### src/rtl/fa_2ha_311.sv
// Full adder built from two half adders, with a registered copy of the result
// and a saturating count of accepted operations.
module fa_2ha_311 #(
    parameter int CNT_W = 8
) (
    input  logic             clk,
    input  logic             rst_n,
    input  logic             a,
    input  logic             b,
    input  logic             c,
    input  logic             in_valid,
    output logic             s_311,
    output logic             cy_311,
    output logic             ha1_s,
    output logic             ha1_c,
    output logic             ha2_c,
    output logic             s_q,
    output logic             cy_q,
    output logic             out_valid,
    output logic [CNT_W-1:0] op_count
);

    logic             w_ha1_s;
    logic             w_ha1_c;
    logic             w_ha2_s;
    logic             w_ha2_c;
    logic             w_cy;
    logic             r_s_q;
    logic             r_cy_q;
    logic             r_out_valid;
    logic [CNT_W-1:0] r_op_count;

    assign w_ha1_s = a ^ b;
    assign w_ha1_c = a & b;
    assign w_ha2_s = w_ha1_s ^ c;
    assign w_ha2_c = w_ha1_s & c;
    // The two half-adder carries are mutually exclusive, so OR gives the exact carry.
    assign w_cy    = w_ha1_c | w_ha2_c;

    assign s_311     = w_ha2_s;
    assign cy_311    = w_cy;
    assign ha1_s     = w_ha1_s;
    assign ha1_c     = w_ha1_c;
    assign ha2_c     = w_ha2_c;
    assign s_q       = r_s_q;
    assign cy_q      = r_cy_q;
    assign out_valid = r_out_valid;
    assign op_count  = r_op_count;

    always_ff @(posedge clk or negedge rst_n) begin
        if (!rst_n) begin
            r_s_q       <= 1'b0;
            r_cy_q      <= 1'b0;
            r_out_valid <= 1'b0;
            r_op_count  <= '0;
        end else begin
            r_out_valid <= in_valid;
            if (in_valid) begin
                r_s_q  <= w_ha2_s;
                r_cy_q <= w_cy;
                // Counter sticks at all-ones instead of wrapping.
                if (r_op_count != {CNT_W{1'b1}}) begin
                    r_op_count <= r_op_count + CNT_W'(1);
                end
            end
        end
    end

endmodule

### config.mk
export PLATFORM = sky130hd
export DESIGN_NAME = fa_2ha_311
export DESIGN_NICKNAME = d
export VERILOG_FILES = /design/src/rtl/fa_2ha_311.sv
export SDC_FILE = /design/constraint.sdc
export NUM_CORES = 1
export LEC_CHECK = 0
export ABC_AREA = 1
export BUFFER_PORTS_ARGS = -buffer_cell sky130_fd_sc_hd__buf_2
export CAP_MARGIN = 25
export CELL_PAD_IN_SITES_DETAIL_PLACEMENT = 0
export CELL_PAD_IN_SITES_GLOBAL_PLACEMENT = 1
export CORE_UTILIZATION = 38
export CTS_BUF_LIST = sky130_fd_sc_hd__clkbuf_8
export DETAILED_ROUTE_END_ITERATION = 8
export GPL_TIMING_DRIVEN = 0
export PLACE_DENSITY_LB_ADDON = 0.1
export SYNTH_ARGS = -nofsm -noshare
export SYNTH_HDL_FRONTEND = slang
export SYNTH_SLANG_ARGS = --single-unit
### constraint.sdc
create_clock -name clk -period 2.2 [get_ports clk]
set_input_delay 0.44 -clock clk [delete_from_list [all_inputs] [get_ports clk]]
set_output_delay 0.44 -clock clk [all_outputs]
set_load 0.02 [all_outputs]
---- Word level (Yosys, flattened, before mapping) ----
Index checks and enable logic that the tools add are counted.
word-level totals
  flip-flop bits (word level) ............. 11
  bits of input ports ..................... 6
  output and inout bits ................... 16
  logic and storage cells ................. 12
operators by class
  bitwise operators ....................... 5
  reductions and logical operators ........ 1
  equal/unequal tests ..................... 1
  add/sub/neg operators ................... 1
operators with widths
  kind                   number
  $add A8 B1 Y8 const B  1
  $ne A8 B8 Y1 const B   1
  $and A1 B1 Y1          2
  $reduce_and A2 Y1      1
  $xor A1 B1 Y1          2
  $or A1 B1 Y1           1

---- Logic depth before layout (Yosys ltp) ----
  word-level depth ........................ 3
  gate-level depth with buffers ........... 8
  depth with buffers taken out ............ 8

---- Least setup slack after synthesis ----
OpenSTA, ideal clock, no wires.
  path kind ............................... in2out
  start point ............................. input port a
  end point ............................... output port ha2_c
  stages .................................. 2
  required time ........................... 1.760 ns
  path buffers ............................ 0
  slack ................................... 0.644 ns
  data arrival time ....................... 1.116 ns
  cells stage by stage .................... ha_1 -> ha_1
between the ends
  longest elaborated chain between the ends .. 2
ends and longest elaborated chain
  what                line  source
  start: declaration  8     input logic a,
  $xor A1 B1 Y1       33    assign w_ha1_s = a ^ b;
  $and A1 B1 Y1       36    assign w_ha2_c = w_ha1_s & c;
  end: declaration    16    output logic ha2_c,
No other way between the ends.

---- Worst setup path in the final report ----
  start point ............................. input port a
  end point ............................... output port s_311
between the ends
  longest elaborated chain between the ends .. 2
ends and longest elaborated chain
  what              line  source
  $xor A1 B1 Y1     33
  $xor A1 B1 Y1     35    assign w_ha2_s = w_ha1_s ^ c;
  end: declaration  12    output logic s_311,
No other way between the ends.

==> results.md <==
- Clk sink count: 11
- Detailed Route WL: 1380 um
- Yosys top cell by area: dfrtp_1
- Sequential element share of the synthesized area: 43.7%
- Largest net degree at the start of global routing: 12
- CP Data Arrival Time: 1.27 ns
- CORE AREA: 0.00152 sq mm
- Clk_skew: 0.00206 ns
- Post-DP HPWL: 970 um
- DRC errors left: 0
- CTS root buffer: clkbuf_8
- Final Setup Violations: 0
- Mapped Cells: 77
- Clk slew on worst S/H paths: 0.05 ns
- Outcome: finished, final reports clean
- FP Rows: 14
- Fill cells: 149
- Layout cell share with drive strength beyond 1: 30.4%
- Critical path class: input port to primary output
- WL/cell: 11.7 um
- Global-route wire length before repair: 2240 um
- Max Cap Viol: 0
- Cts hold-fix bufs: 0
- Static Leak: 0.445 nW
- Syn nets: 87
- Post-synthesis instance area: 631 sq um
- RePlAce Congestion: 0.763
- VDD IR max: 0.000479 V
- Die height: 42.7 um
- Final worst path period share: 77.6%
- Count of cell types in the netlist: 19
- YS warnings: 0
- Post-synthesis average cell area: 8.19 sq um
- Synth top area share: 43.7%
- Unrepaired setup endpoints after global routing: no
- I/O Buffers: 21
- HP Class: input port to asynchronous set/reset pin
- Slew HR: 81.7%
- CTS tree: done
- CP Capture Type: primary output
- Starting density of the core: 41.4%
- NumNets Final: 113
- GRT Total Usage: 17.5%
- Die area: 0.00183 sq mm
- Antenna violations before repair: 0
- Pwr Density: 956 mW/mm^2
- Fin. Hold Viols: 0
- CTS H-tree depth: 1
- Layout area overhead: 27.0%
- Diode count: 0
- Clock buffer depth: 2
- IO Pins: 22
- Vias per cell: 4.71
- Skew-Pair Late Insertion Delay: 0.24 ns
- CP Max Fanout: 2
- Crit start category: input port
- Slew Limit Fails: 0
- Worst endpoint required time: 1.76 ns
- Fin Setup TNS: 0 ns
- Initial drt markers: 16
- Post-synthesis register bit count: 11
- Drt pass-1 iters: 4
- Number of global-route vias before repair: 499
- Routed vias: 556
- Setup Fix Bufs, Post-CTS: 0
- Total power: 0.766 mW
- Die X: 42.7 um
- Worst Tran Pin Value: 0.275 ns
- Post-cts sizing count: 0
- Fmax: 0.586 GHz
- Total CTS buffers: 3
- Gr ovfl total: 0
- Final min period: 1.71 ns
- Synth area leaders: dfrtp_1, nand2_1, ha_1
- Post-route ant nets: 0
[power breakdown]
part	internal, mW	switching [mW]	total [mW]
registers	0.247	0.0610	0.308
clock network	0.123	0.0797	0.203
logic	0.0953	0.160	0.255
total	0.465	0.301	0.766
[cells by family after synthesis]
logic type               after synthesis  synth area share [%]
adder cells (fa/ha/maj)                4                  9.13
AND/OR/NAND/NOR                       50                  37.1
XOR/XNOR                               3                  4.17
flip-flops                            11                  43.7
buffers and inverters                  8                  5.16
AO/OA/AOI/OAI                          1                 0.793
[cell usage after synthesis]
cell type and n:
o21ai_1 1, nand2_1 34, fa_1 1, dfrtp_1 11, nor2_4 1, xnor2_1 2
inv_2 1, nor2_2 1, nand3_1 5, inv_4 1, nand2_2 1, ha_1 3
xor2_1 1, nand2_4 1, nand2_8 1, inv_1 6, nand4_1 1, nor3_1 1
nor2_1 4
[metal layers]
layer | vias to the layer above | part of all wire [%] | track usage (%)
met5 | - | 0 | 0
li1 | 287 | - | -
met1 | 252 | 49 | 22.9
met4 | 0 | 2.6 | 14.4
met3 | 4 | 3.5 | 4.26
met2 | 13 | 45 | 23.9
[final cells by class]
cell class	instances	area [sq um]	area share, %
clock buffers	3	41.3	5.16
clock inverters	1	3.75	0.469
inverters	8	32.5	4.06
multi-input cells	58	323	40.3
flip-flops and latches	11	275	34.4
well taps	16	20.0	2.50
repair buffers	21	105	13.1
[critical path: stages]
cell   delay, ns
buf_2       0.12
fa_1        0.54
buf_2       0.17
[through the flow]
| step | worst slack [ns] | cells | utilization, % | cell area, sq um | hold slack, ns |
|---|---|---|---|---|---|
| finish | 0.492 | 118 | 52.5 | 801 | 0.0708 |
| global route | 0.441 | 118 | 52.5 | 801 | 0.0820 |
| CTS | 0.491 | 118 | 52.5 | 801 | 0.0783 |
| detailed placement | 0.494 | 114 | 49.6 | 756 | 0.336 |
| global placement | 0.496 | 114 | 49.6 | 756 | 0.327 |
| floorplan | 0.644 | 77 | - | 631 | 0.144 |
[cells in the final DEF, fill, tap and decap left out, drive strengths merged]
cell | synthesis | routed
fa | 1 | 1
clkbuf | 0 | 3
buf | 0 | 21
ha | 3 | 3
nor2 | 6 | 6
nand4 | 1 | 1
dfrtp | 11 | 11
nand3 | 5 | 5
xnor2 | 2 | 2
inv | 8 | 9
nand2 | 37 | 37
o21ai | 1 | 1
xor2 | 1 | 1
nor3 | 1 | 1
[state kept, by name (all words and copies together), names as in the netlist]
register / flops
cy_q: 1
op_count: 8
out_valid: 1
s_q: 1
[final timing paths]
check / startpoint / end / slack [ns] / depth (start not counted)
max: a / s_311 / 0.49 / 3
min: rst_n / op_count[7]$_DFFE_PN0P_ / 0.07 / 1
max in group asynchronous: rst_n / op_count[0]$_DFFE_PN0P_ / 1.91 / 1
min reg2reg: s_q$_DFFE_PN0P_ / s_q$_DFFE_PN0P_ / 0.47 / 2
max reg2reg: op_count[0]$_DFFE_PN0P_ / op_count[4]$_DFFE_PN0P_ / 0.83 / 8
min in group clk: in_valid / out_valid$_DFF_PN0_ / 0.45 / 1
Power figures use the tool's default switching activity.
